<file path="config.mk">
export PLATFORM = sky130hd
export DESIGN_NAME = pipeline_hazard_controller_flat
export DESIGN_NICKNAME = d
export VERILOG_FILES = /design/src/rtl/pipeline_hazard_controller_if.sv /design/src/rtl/pipeline_hazard_controller.sv /design/src/flat_wrapper.sv
export SDC_FILE = /design/constraint.sdc
export NUM_CORES = 1
export LEC_CHECK = 0
export ABC_AREA = 1
export ABC_CLOCK_PERIOD_IN_PS = 1950
export BUFFER_PORTS_ARGS = -buffer_cell sky130_fd_sc_hd__buf_4
export CORE_ASPECT_RATIO = 0.6
export CORE_MARGIN = 10
export CORE_UTILIZATION = 40
export DETAILED_ROUTE_END_ITERATION = 6
export PLACE_DENSITY = 0.84
export SETUP_SLACK_MARGIN = 0.5
export SYNTH_ARGS = -nofsm -noshare
export SYNTH_HDL_FRONTEND = slang
export SYNTH_SLANG_ARGS = --single-unit
</file>
<file path="constraint.sdc">
create_clock -name clk -period 1.95 [get_ports clk]
set_input_delay 0.4875 -clock clk [delete_from_list [all_inputs] [get_ports clk]]
set_output_delay 0.4875 -clock clk [all_outputs]
set_load 0.05 [all_outputs]
</file>
<file path="src/rtl/pipeline_hazard_controller_if.sv">
// Signal bundle between the 5-stage pipeline datapath (master) and its hazard controller (slave).
// Everything here is a level sampled once per clock; mc_start/mc_done are single-cycle pulses.
interface pipeline_hazard_controller_if #(
  parameter int REG_ADDR_W = 5,
  parameter int CNT_W      = 32
);
  // Handshake rule: no valid/ready pairs. Each *_valid qualifies its stage's fields in
  // the same cycle, and the controller answers combinationally in that cycle.
  // mc_start is a one-cycle request and mc_done a one-cycle completion.
  logic                  ex_valid;
  logic                  ex_is_branch;
  logic                  ex_branch_taken;
  logic                  ex_pred_taken;
  logic                  ex_is_multicycle;
  logic                  ex_rd_we;
  logic                  ex_rd_is_load;
  logic [REG_ADDR_W-1:0] ex_rd_addr;
  logic                  id_valid;
  logic                  id_rs1_used;
  logic                  id_rs2_used;
  logic [REG_ADDR_W-1:0] id_rs1_addr;
  logic [REG_ADDR_W-1:0] id_rs2_addr;
  logic                  mem_busy;
  logic                  mc_done;

  logic                  mc_start;
  logic                  if_stall;
  logic                  id_stall;
  logic                  ex_stall;
  logic                  id_flush;
  logic                  ex_flush;
  logic                  mem_bubble;
  logic                  irreg_pc_sel;
  logic                  mc_error;
  logic [CNT_W-1:0]      perf_mispredict;
  logic [CNT_W-1:0]      perf_stall_cycles;
  // Debug view of the controller FSM: 0 = RUN, 1 = MC_BUSY.
  logic                  dbgState;

  modport master (
    output ex_valid, ex_is_branch, ex_branch_taken, ex_pred_taken, ex_is_multicycle,
           ex_rd_we, ex_rd_is_load, ex_rd_addr,
           id_valid, id_rs1_used, id_rs2_used, id_rs1_addr, id_rs2_addr,
           mem_busy, mc_done,
    input  mc_start, if_stall, id_stall, ex_stall, id_flush, ex_flush, mem_bubble,
           irreg_pc_sel, mc_error, perf_mispredict, perf_stall_cycles, dbgState
  );

  modport slave (
    input  ex_valid, ex_is_branch, ex_branch_taken, ex_pred_taken, ex_is_multicycle,
           ex_rd_we, ex_rd_is_load, ex_rd_addr,
           id_valid, id_rs1_used, id_rs2_used, id_rs1_addr, id_rs2_addr,
           mem_busy, mc_done,
    output mc_start, if_stall, id_stall, ex_stall, id_flush, ex_flush, mem_bubble,
           irreg_pc_sel, mc_error, perf_mispredict, perf_stall_cycles, dbgState
  );
endinterface

</file>
<file path="src/rtl/pipeline_hazard_controller.sv">
// Stall/flush sequencer for the IF/ID/EX/MEM/WB pipeline, with a mul/div hold FSM and watchdog.
// Optional performance counters are built only when HAZARD_PERF_CNT_EN is defined.
module pipeline_hazard_controller #(
  parameter int REG_ADDR_W = 5,
  parameter int MC_TIMEOUT = 64,
  parameter int CNT_W      = 32
) (
  input logic                         clk,
  input logic                         rst,
  pipeline_hazard_controller_if.slave hz
);

  localparam int WD_W = (MC_TIMEOUT > 1) ? $clog2(MC_TIMEOUT) : 1;
  localparam logic [WD_W-1:0] WD_LAST = WD_W'(MC_TIMEOUT - 1);

  typedef enum logic {
    RUN     = 1'b0,
    MC_BUSY = 1'b1
  } stateT;

  stateT           state;
  stateT           stateNext;
  logic [WD_W-1:0] watchdog;
  logic [WD_W-1:0] watchdogNext;
  logic            mcError;
  logic            mcErrorNext;

  logic mispredict;
  logic loadUse;
  logic rs1Hit;
  logic rs2Hit;
  logic mcFinish;

  logic mcStart;
  logic ifStall;
  logic idStall;
  logic exStall;
  logic idFlush;
  logic exFlush;
  logic memBubble;
  logic irregPcSel;

  assign mispredict = hz.ex_valid && hz.ex_is_branch &&
                      (hz.ex_branch_taken != hz.ex_pred_taken);

  // x0 is hard-wired, so a load targeting it can never create a dependency.
  assign rs1Hit  = hz.id_rs1_used && (hz.id_rs1_addr == hz.ex_rd_addr);
  assign rs2Hit  = hz.id_rs2_used && (hz.id_rs2_addr == hz.ex_rd_addr);
  assign loadUse = hz.ex_valid && hz.ex_rd_is_load && hz.ex_rd_we &&
                   (hz.ex_rd_addr != {REG_ADDR_W{1'b0}}) &&
                   hz.id_valid && (rs1Hit || rs2Hit);

  always_ff @(posedge clk or negedge rst) begin
    if (!rst) begin
      state    <= RUN;
      watchdog <= '0;
      mcError  <= 1'b0;
    end else begin
      state    <= stateNext;
      watchdog <= watchdogNext;
      mcError  <= mcErrorNext;
    end
  end

  always_comb begin
    stateNext    = state;
    watchdogNext = watchdog;
    mcErrorNext  = mcError;
    mcFinish     = 1'b0;
    mcStart      = 1'b0;
    ifStall      = 1'b0;
    idStall      = 1'b0;
    exStall      = 1'b0;
    idFlush      = 1'b0;
    exFlush      = 1'b0;
    memBubble    = 1'b0;
    irregPcSel   = 1'b0;

    // Controls are forced quiet for the whole time reset is held.
    if (rst) begin
      case (state)
        RUN: begin
          if (hz.mem_busy) begin
            // A mispredict waiting behind mem_busy is redirected once memory frees up.
            ifStall = 1'b1;
            idStall = 1'b1;
            exStall = 1'b1;
          end else if (mispredict) begin
            irregPcSel = 1'b1;
            idFlush    = 1'b1;
            exFlush    = 1'b1;
          end else if (hz.ex_valid && hz.ex_is_multicycle) begin
            mcStart      = 1'b1;
            ifStall      = 1'b1;
            idStall      = 1'b1;
            exStall      = 1'b1;
            memBubble    = 1'b1;
            stateNext    = MC_BUSY;
            watchdogNext = '0;
          end else if (loadUse) begin
            ifStall = 1'b1;
            idStall = 1'b1;
            exFlush = 1'b1;
          end
        end

        MC_BUSY: begin
          mcFinish = hz.mc_done || (watchdog == WD_LAST);
          if (mcFinish) begin
            // EX result moves on this cycle; MEM only gets a bubble if it is still held.
            memBubble    = hz.mem_busy;
            stateNext    = RUN;
            watchdogNext = '0;
            if (!hz.mc_done) begin
              mcErrorNext = 1'b1;
            end
          end else begin
            ifStall      = 1'b1;
            idStall      = 1'b1;
            exStall      = 1'b1;
            memBubble    = 1'b1;
            watchdogNext = watchdog + WD_W'(1);
          end
        end

        default: begin
          stateNext = RUN;
        end
      endcase
    end
  end

  assign hz.mc_start     = mcStart;
  assign hz.if_stall     = ifStall;
  assign hz.id_stall     = idStall;
  assign hz.ex_stall     = exStall;
  assign hz.id_flush     = idFlush;
  assign hz.ex_flush     = exFlush;
  assign hz.mem_bubble   = memBubble;
  assign hz.irreg_pc_sel = irregPcSel;
  assign hz.mc_error     = mcError;
  assign hz.dbgState     = (state == MC_BUSY);

`ifdef HAZARD_PERF_CNT_EN
  logic             mispredictActed;
  logic [CNT_W-1:0] perfMispredictQ;
  logic [CNT_W-1:0] perfStallQ;

  assign mispredictActed = (state == RUN) && !hz.mem_busy && mispredict;

  // Both counters saturate at all-ones instead of wrapping.
  always_ff @(posedge clk or negedge rst) begin
    if (!rst) begin
      perfMispredictQ <= '0;
      perfStallQ      <= '0;
    end else begin
      if (mispredictActed && (perfMispredictQ != {CNT_W{1'b1}})) begin
        perfMispredictQ <= perfMispredictQ + CNT_W'(1);
      end
      if (ifStall && (perfStallQ != {CNT_W{1'b1}})) begin
        perfStallQ <= perfStallQ + CNT_W'(1);
      end
    end
  end

  assign hz.perf_mispredict   = perfMispredictQ;
  assign hz.perf_stall_cycles = perfStallQ;
`else
  assign hz.perf_mispredict   = {CNT_W{1'b0}};
  assign hz.perf_stall_cycles = {CNT_W{1'b0}};
`endif

endmodule

</file>
<file path="src/flat_wrapper.sv">
// flat-port wrapper written by rule: the top's interface ports become plain ports
module pipeline_hazard_controller_flat 
#(
  parameter int REG_ADDR_W = 5,
  parameter int MC_TIMEOUT = 64,
  parameter int CNT_W      = 32
)
  (clk, rst, hz_ex_valid, hz_ex_is_branch, hz_ex_branch_taken, hz_ex_pred_taken, hz_ex_is_multicycle, hz_ex_rd_we, hz_ex_rd_is_load, hz_ex_rd_addr, hz_id_valid, hz_id_rs1_used, hz_id_rs2_used, hz_id_rs1_addr, hz_id_rs2_addr, hz_mem_busy, hz_mc_done, hz_mc_start, hz_if_stall, hz_id_stall, hz_ex_stall, hz_id_flush, hz_ex_flush, hz_mem_bubble, hz_irreg_pc_sel, hz_mc_error, hz_perf_mispredict, hz_perf_stall_cycles, hz_dbgState);
  pipeline_hazard_controller_if #(.REG_ADDR_W(REG_ADDR_W), .CNT_W(CNT_W)) hz_i ();
  input logic clk;
  input logic rst;
  input wire logic [$bits(hz_i.ex_valid)-1:0] hz_ex_valid;
  input wire logic [$bits(hz_i.ex_is_branch)-1:0] hz_ex_is_branch;
  input wire logic [$bits(hz_i.ex_branch_taken)-1:0] hz_ex_branch_taken;
  input wire logic [$bits(hz_i.ex_pred_taken)-1:0] hz_ex_pred_taken;
  input wire logic [$bits(hz_i.ex_is_multicycle)-1:0] hz_ex_is_multicycle;
  input wire logic [$bits(hz_i.ex_rd_we)-1:0] hz_ex_rd_we;
  input wire logic [$bits(hz_i.ex_rd_is_load)-1:0] hz_ex_rd_is_load;
  input wire logic [$bits(hz_i.ex_rd_addr)-1:0] hz_ex_rd_addr;
  input wire logic [$bits(hz_i.id_valid)-1:0] hz_id_valid;
  input wire logic [$bits(hz_i.id_rs1_used)-1:0] hz_id_rs1_used;
  input wire logic [$bits(hz_i.id_rs2_used)-1:0] hz_id_rs2_used;
  input wire logic [$bits(hz_i.id_rs1_addr)-1:0] hz_id_rs1_addr;
  input wire logic [$bits(hz_i.id_rs2_addr)-1:0] hz_id_rs2_addr;
  input wire logic [$bits(hz_i.mem_busy)-1:0] hz_mem_busy;
  input wire logic [$bits(hz_i.mc_done)-1:0] hz_mc_done;
  output wire logic [$bits(hz_i.mc_start)-1:0] hz_mc_start;
  output wire logic [$bits(hz_i.if_stall)-1:0] hz_if_stall;
  output wire logic [$bits(hz_i.id_stall)-1:0] hz_id_stall;
  output wire logic [$bits(hz_i.ex_stall)-1:0] hz_ex_stall;
  output wire logic [$bits(hz_i.id_flush)-1:0] hz_id_flush;
  output wire logic [$bits(hz_i.ex_flush)-1:0] hz_ex_flush;
  output wire logic [$bits(hz_i.mem_bubble)-1:0] hz_mem_bubble;
  output wire logic [$bits(hz_i.irreg_pc_sel)-1:0] hz_irreg_pc_sel;
  output wire logic [$bits(hz_i.mc_error)-1:0] hz_mc_error;
  output wire logic [$bits(hz_i.perf_mispredict)-1:0] hz_perf_mispredict;
  output wire logic [$bits(hz_i.perf_stall_cycles)-1:0] hz_perf_stall_cycles;
  output wire logic [$bits(hz_i.dbgState)-1:0] hz_dbgState;
  assign hz_i.ex_valid = hz_ex_valid;
  assign hz_i.ex_is_branch = hz_ex_is_branch;
  assign hz_i.ex_branch_taken = hz_ex_branch_taken;
  assign hz_i.ex_pred_taken = hz_ex_pred_taken;
  assign hz_i.ex_is_multicycle = hz_ex_is_multicycle;
  assign hz_i.ex_rd_we = hz_ex_rd_we;
  assign hz_i.ex_rd_is_load = hz_ex_rd_is_load;
  assign hz_i.ex_rd_addr = hz_ex_rd_addr;
  assign hz_i.id_valid = hz_id_valid;
  assign hz_i.id_rs1_used = hz_id_rs1_used;
  assign hz_i.id_rs2_used = hz_id_rs2_used;
  assign hz_i.id_rs1_addr = hz_id_rs1_addr;
  assign hz_i.id_rs2_addr = hz_id_rs2_addr;
  assign hz_i.mem_busy = hz_mem_busy;
  assign hz_i.mc_done = hz_mc_done;
  assign hz_mc_start = hz_i.mc_start;
  assign hz_if_stall = hz_i.if_stall;
  assign hz_id_stall = hz_i.id_stall;
  assign hz_ex_stall = hz_i.ex_stall;
  assign hz_id_flush = hz_i.id_flush;
  assign hz_ex_flush = hz_i.ex_flush;
  assign hz_mem_bubble = hz_i.mem_bubble;
  assign hz_irreg_pc_sel = hz_i.irreg_pc_sel;
  assign hz_mc_error = hz_i.mc_error;
  assign hz_perf_mispredict = hz_i.perf_mispredict;
  assign hz_perf_stall_cycles = hz_i.perf_stall_cycles;
  assign hz_dbgState = hz_i.dbgState;
  pipeline_hazard_controller #(.REG_ADDR_W(REG_ADDR_W), .MC_TIMEOUT(MC_TIMEOUT), .CNT_W(CNT_W)) u_core (.clk(clk), .rst(rst), .hz(hz_i));
endmodule
</file>
==> results.ini, run 1 <==
[outcome]
status=finished, violations left
failed_checks=setup timing

[synth]
synth_common_cells=buf_4, nand2_1, inv_1
syn_area_per_cell_sq_um=6.27
synth_seq_cells=8
synthSimpleGateAreaFrac_pct=29.8
synth.area.top_cells=buf_4, nand2_1, dfrtp_1
netlist_area_sq_mm=0.00130
synth_ff_type=dfrtp_1
synthMuxAreaShare_pct=0
synth_fa_ha_area_share_pct=0.960
synth-async-reset-ratio_pct=100
synth_edf_count=0
synth_top_area_share_pct=38.0
synth_top_family_by_area=buffers and inverters
yosysTopAreaCell=buf_4
synthXorXnorAreaFrac_pct=2.69
yosysMostFrequentCell=buf_4
ys_warn_count=0
syn_inst=208
yosysSeqAreaShare_pct=15.4
synth_compound_area_share_pct=4.61
synthDistinctLibCells=20

[cells_and_area]
num_antenna_cells=0
synthToLayoutAreaGrowth_pct=43.4
drive_gt1_share_pct=36.9
fill_cells=251
final_nets=299
final_cells=310

[grt]
antenna_found_initial=0
track_usage_pct=11.7
grt_pass1_wl_mm=5.87
grt_pass1_vias=1280
grt_start_max_net_pins=13
gr-total-overflow=0

[floorplan]
ios=103
die_h_um=64.2
die_area_sq_mm=0.00602
core_sq_mm=0.00298
num_rows=15
die_w_um=93.7
start_util_pct=43.7

[power]
power.density_mw_per_mm2=721
pwr-share-comb_pct=66.0
power_frac_clock_pct=17.0
power_frac_seq_pct=17.0
power.internal_mw=0.634
p_sw_share_pct=52.9
leakage_nw=1.08
p_sw_mw=0.713
ir_drop_mv=0.387

[clocking]
cts.sinks=8
htreeDepth=1
cts_max_path_buffers=2
clk_latency_ns=0.24
cts_tree=yes
numCtsBuffers=3
holdBufCountCts=0
root_buffer=clkbuf_8
clkTransAtPathRegs_ns=0.05

[flow_run]
maxCapViolCount=0

[sta]
rsz0062_at_grt=yes
fin_crit_sh_pct=108
fin_worst_skew_ns=0.00312
slew_viol_final=0
fmax_mhz=474
period_needed_ns=2.11
worst_slack_ns=-0.158
final-setup-viol-count=5
report.final.hold_viol_count=0

[route]
viasPerCell=4.34
first_pass_iters=4
vias=1344
routed_wl_mm=4.60
drt-initial-drc-count=143
wl_per_cell_um=14.8
drc=0
final_antenna_net_count=0

[setup_path]
critPathLaunchType=input port
end_kind=output pin
cp_max_fo=3
cp.arrival_ns=1.62
criticalPathCategory=in2out
crit_required_ns=1.46

[placement]
place.gp.congestion=0.883
dpl.hpwl_mm=3.12
place_inst=295
place_ws_ns=-0.0651
portBuffers=38

[hold_path]
hp-class=in2async

==> layout by cell type (no fill, tap or decap) <==
master and instances:
a21oi_2 1, nand3_2 1, ha_4 1, nand2_1 47
nand2_4 5, buf_8 9, inv_2 6, and3_1 1
nand3b_1 1, xor2_1 4, nor2_4 4, o31ai_2 1
clkbuf_1 1, dfrtp_1 7, o21bai_4 1, conb_1 64
nand3_4 6, buf_4 44, buf_12 1, nor3_2 3
o21ai_2 3, nand2_2 4, dfrtp_2 1, nor3_1 2
nor2_1 11, o21ai_1 2, clkbuf_8 3, inv_1 23
nand3_1 6, buf_6 5
==> sequential cells by signal (all words and copies together), names as in the netlist <==
| name | count |
|---|---|
| u_core.watchdog | 6 |
| u_core.hz.dbgState | 1 |
| u_core.hz.mc_error | 1 |
==> final cells by class <==
type	count	area [sq um]	area share, %
sequential	8	201	10.8
clock buffer	4	45.0	2.41
timing repair buffer	59	542	29.0
inverter	29	109	5.82
tap	42	52.6	2.81
multi-input combinational	168	920	49.2
==> final timing paths <==
kind | slack (ns) | start | to | depth (start not counted)
setup / recovery | -0.16 | hz_ex_valid | hz_mem_bubble | 9
hold / removal | 0.16 | rst | u_core.watchdog[5] | 2
setup reg to reg | 0.47 | u_core.watchdog[0] | u_core.watchdog[0] | 10
hold reg to reg | 0.47 | u_core.hz.mc_error | u_core.hz.mc_error | 2
max in group asynchronous | 1.65 | rst | u_core.hz.dbgState | 2
min in group clk | 0.47 | u_core.hz.mc_error | u_core.hz.mc_error | 2
==> timing repair <==
item                       4_1_cts  5_1_grt
setup buffers                    9        2
setup endpoints to repair        8       13
pin swaps                       10        9
gates resized for setup         32       20
==> routing by layer <==
metal	vias up	part of all wire (%)	GRT usage, %
met2	92	50	20.6
met4	0	2.1	3.96
li1	616	-	-
met3	19	11	4.55
met1	617	37	12.5
met5	-	0	0
==> per-stage QoR <==
stage	hold slack [ns]	cell area (sq um)	utilization, %	TNS, ns	total power [mW]
2_1_floorplan	0.192	1610	-	0	0.819
3_3_place_gp	0.399	1520	51.1	-0.0561	0.867
3_5_place_dp	0.402	1520	51.1	-0.131	0.877
4_1_cts	0.159	1770	59.3	-0.362	1.22
5_1_grt	0.160	1870	62.6	-0.955	1.41
6_report	0.155	1870	62.6	-0.655	1.35
==> cell families (layout without fill, tap and decap cells) <==
family / after synthesis / count (layout)
buf+inv: 95 / 92
compound gates: 8 / 8
xor+xnor: 4 / 4
simple gates: 91 / 91
flops: 8 / 8
fa+ha+maj: 1 / 1
other cells: 1 / 64
==> critical path: stages <==
cell     delay (ns)
buf_4          0.11
nand2_2        0.07
nor3_2         0.35
nand2_1        0.15
nand3_4        0.12
inv_2          0.06
nand2_2        0.08
nand2_4        0.05
buf_8          0.14
==> power groups by stage <==
stage / registers (mW) / clock network, mW / logic (mW)
5_1_grt: 0.232 / 0.237 / 0.939
3_5_place_dp: 0.222 / 0 / 0.655
2_1_floorplan: 0.237 / 0 / 0.583
3_3_place_gp: 0.220 / 0 / 0.647
4_1_cts: 0.214 / 0.223 / 0.783
6_report: 0.230 / 0.229 / 0.889
No activity file was read; power rests on OpenSTA's default activity.
==> run 2: changes to the inputs <==
--- a/config.mk
+++ b/config.mk
@@ -5,12 +5,11 @@
 export SDC_FILE = /design/constraint.sdc
 export NUM_CORES = 1
 export LEC_CHECK = 0
-export ABC_AREA = 1
 export ABC_CLOCK_PERIOD_IN_PS = 1950
 export BUFFER_PORTS_ARGS = -buffer_cell sky130_fd_sc_hd__buf_4
 export CORE_ASPECT_RATIO = 0.6
 export CORE_MARGIN = 10
-export CORE_UTILIZATION = 40
+export CORE_UTILIZATION = 38
 export DETAILED_ROUTE_END_ITERATION = 6
 export PLACE_DENSITY = 0.84
 export SETUP_SLACK_MARGIN = 0.5
==> run 2 against run 1 <==
  * The flow still finishes with violations (setup timing)
  * Largest cell class unchanged
  * Critical path depth fell by 3
  * Maximum frequency fell by 3.3%
  * Via count fell by 25%
  * Critical endpoint is now hz_if_stall
  * Highest routed layer unchanged
==> results.ini, run 2 <==
[hold_path]
hp-class=in2async

[cells_and_area]
largest_reg_flops=6  ; unchanged
final_cell_mix=conb_1, buf_4, buf_6, dfrtp_1, buf_8
regArea_sq_um=201  ; unchanged
top_register=u_core.watchdog
fin_area_sq_mm=0.00174  ; -7.0%
final_nets=231  ; -23%
fill_cells=231  ; -8.0%
drive_gt1_share_pct=46.0  ; +9.1 points
synthToLayoutAreaGrowth_pct=49.2
num_antenna_cells=0  ; unchanged
fin_util_pct=59.7  ; -2.9 points
multi_input_area_sq_um=898  ; -2.3%
final_cells=242  ; -22%
final_common_cell=conb_1

[grt]
track_usage_pct=11.9  ; +0.21 points
antenna_found_initial=0  ; unchanged
grt_pass1_wl_mm=5.66  ; -3.4%
gr-total-overflow=0  ; unchanged
grt_start_max_net_pins=17  ; +4
grt_pass1_vias=1088  ; -15%

[outcome]
status=finished, violations left
failed_checks=setup timing

[sta]
period_needed_ns=2.18  ; +0.0716 ns
fmax_mhz=459  ; -3.3%
timing.hold.ws_ns=0.217  ; +0.0613 ns
final-setup-viol-count=8  ; +3
report.final.hold_viol_count=0  ; unchanged
fin_crit_sh_pct=112  ; +3.7 points
slew_viol_final=0  ; unchanged
fin_worst_skew_ns=0.00404  ; +0.000924 ns
worst_slack_ns=-0.230  ; -0.0716 ns
rsz0062_at_grt=yes

[clocking]
root_buffer=clkbuf_8
cts.sinks=8  ; unchanged
cts_tree=yes
clk_latency_ns=0.24  ; about the same
cts_max_path_buffers=2  ; unchanged
holdBufCountCts=0  ; unchanged
htreeDepth=1  ; unchanged
clkTransAtPathRegs_ns=0.05  ; about the same
numCtsBuffers=3  ; unchanged

[setup_path]
crit_required_ns=1.46  ; about the same
critPathLaunchType=input port
cp_max_fo=2  ; -1
cp_common_cell=buf_6
slowest_delay_ns=0.30  ; -0.05 ns
cp_num_buf_inv=2  ; -1
cp.arrival_ns=1.69  ; +0.07 ns
timing.rr.start=u_core.watchdog[0]
reg2reg_depth=7  ; -3
r2r-end=u_core.watchdog[5]
criticalPathCategory=in2out
slowest_stage=nor4_2
ff2ff_setup_slack_ns=0.40  ; -0.07 ns
path_depth=6  ; -3
path_delay_family=compound AO/OA/AOI/OAI gates
end_kind=output pin
path_cells=buf_6 > xor2_2 > nor4_2 > a32oi_2 > o31ai_4 > buf_6

[floorplan]
num_rows=15  ; unchanged
core_sq_mm=0.00291  ; -2.5%
start_util_pct=40.0  ; -3.6 points
die_area_sq_mm=0.00575  ; -4.4%
ios=103  ; unchanged
die_w_um=91.5  ; -2.4%
die_h_um=62.9  ; -2.1%

[synth]
synthSimpleGateAreaFrac_pct=14.3  ; -15 points
synth_top_family_by_area=buffers and inverters
yosysMostFrequentCell=buf_4
synth_ff_type=dfrtp_1
yosysSeqAreaShare_pct=17.2  ; +1.8 points
yosysTopAreaCell=buf_4
synth_edf_count=0  ; unchanged
syn_area_per_cell_sq_um=8.09  ; +29%
synth_common_cells=buf_4, xor2_1, dfrtp_1
synthDistinctLibCells=36  ; +80%
synth-async-reset-ratio_pct=100  ; unchanged
netlist_area_sq_mm=0.00116  ; -11%
synthMuxAreaShare_pct=0.967  ; +0.97 points
synth_fa_ha_area_share_pct=1.07  ; +0.11 points
ys_warn_count=0  ; unchanged
synth.area.top_cells=buf_4, dfrtp_1, xor2_1
synth_top_area_share_pct=42.5  ; +4.5 points
synth_compound_area_share_pct=13.7  ; +9.1 points
synthXorXnorAreaFrac_pct=8.27  ; +5.6 points
syn_inst=144  ; -31%
synth_seq_cells=8  ; unchanged

[route]
wl_met1_mm=1.29  ; -25%
vias=1013  ; -25%
drc=0  ; unchanged
wl_per_cell_um=15.6  ; +5.1%
viasPerCell=4.19  ; -3.4%
drt-initial-drc-count=52  ; -64%
routed_wl_mm=3.77  ; -18%
final_antenna_net_count=0  ; unchanged
wl_met2_mm=2.08  ; -8.9%
wl_met3_um=310  ; -39%
top_layer=met4
first_pass_iters=4  ; unchanged

[placement]
portBuffers=38  ; unchanged
dpl.hpwl_mm=2.94  ; -5.9%
place.gp.congestion=0.815  ; -7.7%
place_ws_ns=-0.252  ; -0.187 ns
place_inst=233  ; -21%
place_area_sq_mm=0.00144  ; -5.5%

[power]
power.density_mw_per_mm2=599  ; -17%
leakage_nw=0.847  ; -22%
ir_drop_mv=0.258  ; -33%

[flow_run]
maxCapViolCount=0  ; unchanged

==> run 2: cell types whose count changed after synthesis, moves of 5 or more <==
cell | before | now
nand3_1 | 11 | 2
a21oi_1 | 0 | 6
nor2_1 | 15 | 3
nand2_1 | 56 | 4
inv_1 | 27 | 4
xor2_1 | 4 | 9
==> run 2: kinds of logic after synthesis <==
kind of cell               after synthesis
DFF                                      8
buffers and inverters                   71
muxes                                    1
adders and majority gates                1
AOI/OAI and AO/OA                       22
and+or+nand+nor                         29
other                                    1
xor gates and xnor gates                11
==> run 2: cell type report <==
cell class / count / area share [%]
inverter: 4 / 1.01
clock buffer: 4 / 2.59
multi-input combinational: 128 / 51.7
sequential: 8 / 11.6
timing repair buffer: 56 / 30.1
tap: 42 / 3.02
==> run 2: worst register-to-register path: cells and delay by family, from the launching register on <==
family | cells | cell delay [ns]
simple gates | 1 | 0.08
buf+inv | 2 | 0.26
flops | 1 | 0.35
fa+ha+maj | 1 | 0.19
compound gates | 3 | 0.54
==> run 2: worst max path at each step <==
stage	from	end
floorplan	hz_ex_rd_addr[3]	hz_if_stall
global placement	hz_ex_rd_addr[3]	hz_id_stall
detailed placement	hz_ex_rd_addr[3]	hz_id_stall
CTS	hz_id_rs1_addr[1]	hz_id_stall
global route	hz_id_rs1_addr[1]	hz_id_stall
finish	hz_id_rs1_addr[1]	hz_if_stall
==> run 2: routing by layer <==
| layer | vias to the layer above | GRT usage, % |
|---|---|---|
| met5 | - | 0 |
| met4 | 0 | 4.28 |
| met3 | 10 | 4.44 |
| met2 | 55 | 21.4 |
| met1 | 481 | 12.4 |
| li1 | 467 | - |
==> run 2: timing repair <==
action	4_1_cts	5_1_grt
hold endpoints to repair	0	0
setup buffers	1	4
endpoints found under the setup margin	14	15
gates resized for setup	39	8
pin swaps	11	7
==> run 2: where the power goes <==
group / internal (mW) / switching (mW) / leakage (nW) / total [mW]
clock network: 0.143 / 0.0794 / 0.0228 / 0.222
registers: 0.181 / 0.0122 / 0.103 / 0.193
logic: 0.180 / 0.445 / 0.721 / 0.626
total: 0.504 / 0.537 / 0.847 / 1.04
==> run 2: stage by stage <==
step | total power, mW | setup TNS (ns)
3_5_place_dp | 0.734 | -0.900
2_1_floorplan | 0.709 | -1.17
5_1_grt | 1.08 | -1.34
3_3_place_gp | 0.729 | -0.893
4_1_cts | 1.00 | -0.810
6_report | 1.04 | -0.898
==> run 3: changes to the inputs <==
--- a/config.mk
+++ b/config.mk
@@ -11,6 +11,7 @@
 export CORE_MARGIN = 10
 export CORE_UTILIZATION = 38
 export DETAILED_ROUTE_END_ITERATION = 6
+export GPL_TIMING_DRIVEN = 0
 export PLACE_DENSITY = 0.84
 export SETUP_SLACK_MARGIN = 0.5
 export SYNTH_ARGS = -nofsm -noshare
==> run 3 against run 2 <==
  * The run still ends with setup timing left
  * Clock skew decreased by 0.0011 ns
  * Combinational power increased by 23%
  * Wire length increased by 35%
  * Hold slack got worse by 0.17 ns
  * Critical path type unchanged
  * Largest power group unchanged
==> results.ini, run 3 (synthesized netlist as in run 2, its figures left out) <==
[setup_path]
cp.arrival_ns=1.80  ; +0.11 ns
slowest_delay_ns=0.32  ; +0.02 ns
criticalPathCategory=in2out
slowest_stage=nor4_4
critPathLaunchType=input port
cp_max_fo=2  ; unchanged
cp_num_buf_inv=3  ; +1
path_cells=buf_8 > xor2_4 > nor4_4 > a32oi_2 > o31ai_4 > buf_6 > buf_8
cp_common_cell=buf_8
crit_required_ns=1.46  ; about the same
end_kind=output pin
path_delay_family=compound AO/OA/AOI/OAI gates

[grt]
grt_start_max_net_pins=11  ; -6
antenna_found_initial=0  ; unchanged
grt_pass1_wl_mm=7.58  ; +34%
grt_pass1_vias=1373  ; +26%
track_usage_pct=15.9  ; +4.0 points
gr-total-overflow=0  ; unchanged

[outcome]
status=finished, violations left
failed_checks=setup timing

[clocking]
root_buffer=clkbuf_8
clkTransAtPathRegs_ns=0.05  ; about the same
htreeDepth=1  ; unchanged
numCtsBuffers=3  ; unchanged
clk_latency_ns=0.23  ; about the same
cts_tree=yes
cts.sinks=8  ; unchanged
cts_max_path_buffers=2  ; unchanged

[hold_path]
hp-class=in2async

[route]
routed_wl_mm=5.08  ; +35%
final_antenna_net_count=0  ; unchanged
vias=1265  ; +25%
first_pass_iters=4  ; unchanged
drt-initial-drc-count=87  ; +67%
drc=0  ; unchanged
wl_per_cell_um=16.6  ; +6.5%
viasPerCell=4.13  ; -1.2%

[cells_and_area]
fill_cells=169  ; -27%
fin_area_sq_mm=0.00232  ; +33%
largest_reg_flops=6  ; unchanged
regArea_sq_um=203  ; +0.62%
final_common_cell=buf_4
final_cell_mix=buf_4, conb_1, buf_6, buf_8, xor2_1
num_antenna_cells=0  ; unchanged
final_cells=306  ; +26%
top_register=u_core.watchdog
drive_gt1_share_pct=59.1  ; +13 points
multi_input_area_sq_um=938  ; +4.5%
final_nets=295  ; +28%
synthToLayoutAreaGrowth_pct=99.0

[floorplan]
die_h_um=62.9  ; unchanged
die_area_sq_mm=0.00575  ; unchanged
start_util_pct=40.0  ; unchanged
core_sq_mm=0.00291  ; unchanged
num_rows=15  ; unchanged
ios=103  ; unchanged
die_w_um=91.5  ; unchanged

[sta]
timing.hold.ws_ns=0.0491  ; -0.168 ns
slew_viol_final=0  ; unchanged
fmax_mhz=437  ; -4.7%
final-setup-viol-count=13  ; +5
fin_worst_skew_ns=0.00298  ; -0.00106 ns
report.final.hold_viol_count=0  ; unchanged
fin_crit_sh_pct=117  ; +5.5 points
rsz0062_at_grt=yes
worst_slack_ns=-0.337  ; -0.107 ns
period_needed_ns=2.29  ; +0.107 ns
final.setup.tns_ns=-1.81  ; -0.917 ns

[power]
leakage_nw=1.20  ; +42%
ir_drop_mv=0.269  ; +4.2%
power.density_mw_per_mm2=513  ; -14%

[placement]
place_area_sq_mm=0.00184  ; +28%
portBuffers=38  ; unchanged
place_inst=287  ; +23%
place.gp.congestion=0.882  ; +8.1%
place_ws_ns=-0.457  ; -0.205 ns
dpl.hpwl_mm=3.16  ; +7.5%

[flow_run]
maxCapViolCount=0  ; unchanged

==> run 3: routing by layer <==
layer,track usage (%),wire length [um],vias to the layer above
met5,0,0,-
li1,-,-,599
met1,17.3,1820,588
met3,6.00,537,8
met2,28.6,2650,70
met4,3.50,79,0
==> run 3: layout make-up <==
class / instances / share of cell area, %
plain buffers: 67 / 22.8
clock buffers: 4 / 1.94
inverters: 4 / 0.756
multi-input cells: 128 / 40.5
flip-flops and latches: 8 / 8.74
well taps: 42 / 2.27
repair buffers: 53 / 23.0
==> run 3: metrics by stage <==
| step | util [%] | power, mW |
|---|---|---|
| 4_1_cts | 75.3 | 1.08 |
| 3_5_place_dp | 63.1 | 0.807 |
| 3_3_place_gp | 63.1 | 0.801 |
| 6_report | 79.7 | 1.19 |
| 5_1_grt | 79.7 | 1.24 |
| 2_1_floorplan | - | 0.709 |
==> run 3: worst paths after layout <==
kind	end	cells past startpoint	slack, ns	start
max reg2reg	u_core.watchdog[0]	11	-0.12	u_core.watchdog[0]
min	u_core.watchdog[5]	1	0.05	rst
min in group clk	u_core.hz.mc_error	2	0.48	hz_mc_done
max	hz_if_stall	7	-0.34	hz_id_rs1_addr[1]
min reg2reg	u_core.hz.mc_error	2	0.51	u_core.hz.mc_error
max in group asynchronous	u_core.watchdog[0]	1	1.76	rst
==> run 3: power breakdown <==
group	internal (mW)	switching, mW
clock network	0.143	0.0752
registers	0.182	0.0225
logic	0.281	0.486
==> run 3: repair_timing <==
| action | CTS | global route |
|---|---|---|
| gates resized for setup | 46 | 21 |
| buffers inserted | 12 | 3 |
| endpoints found under the setup margin | 15 | 16 |
| pin swaps | 16 | 8 |
| cloned | 0 | 0 |
| hold buffers | 0 | 0 |
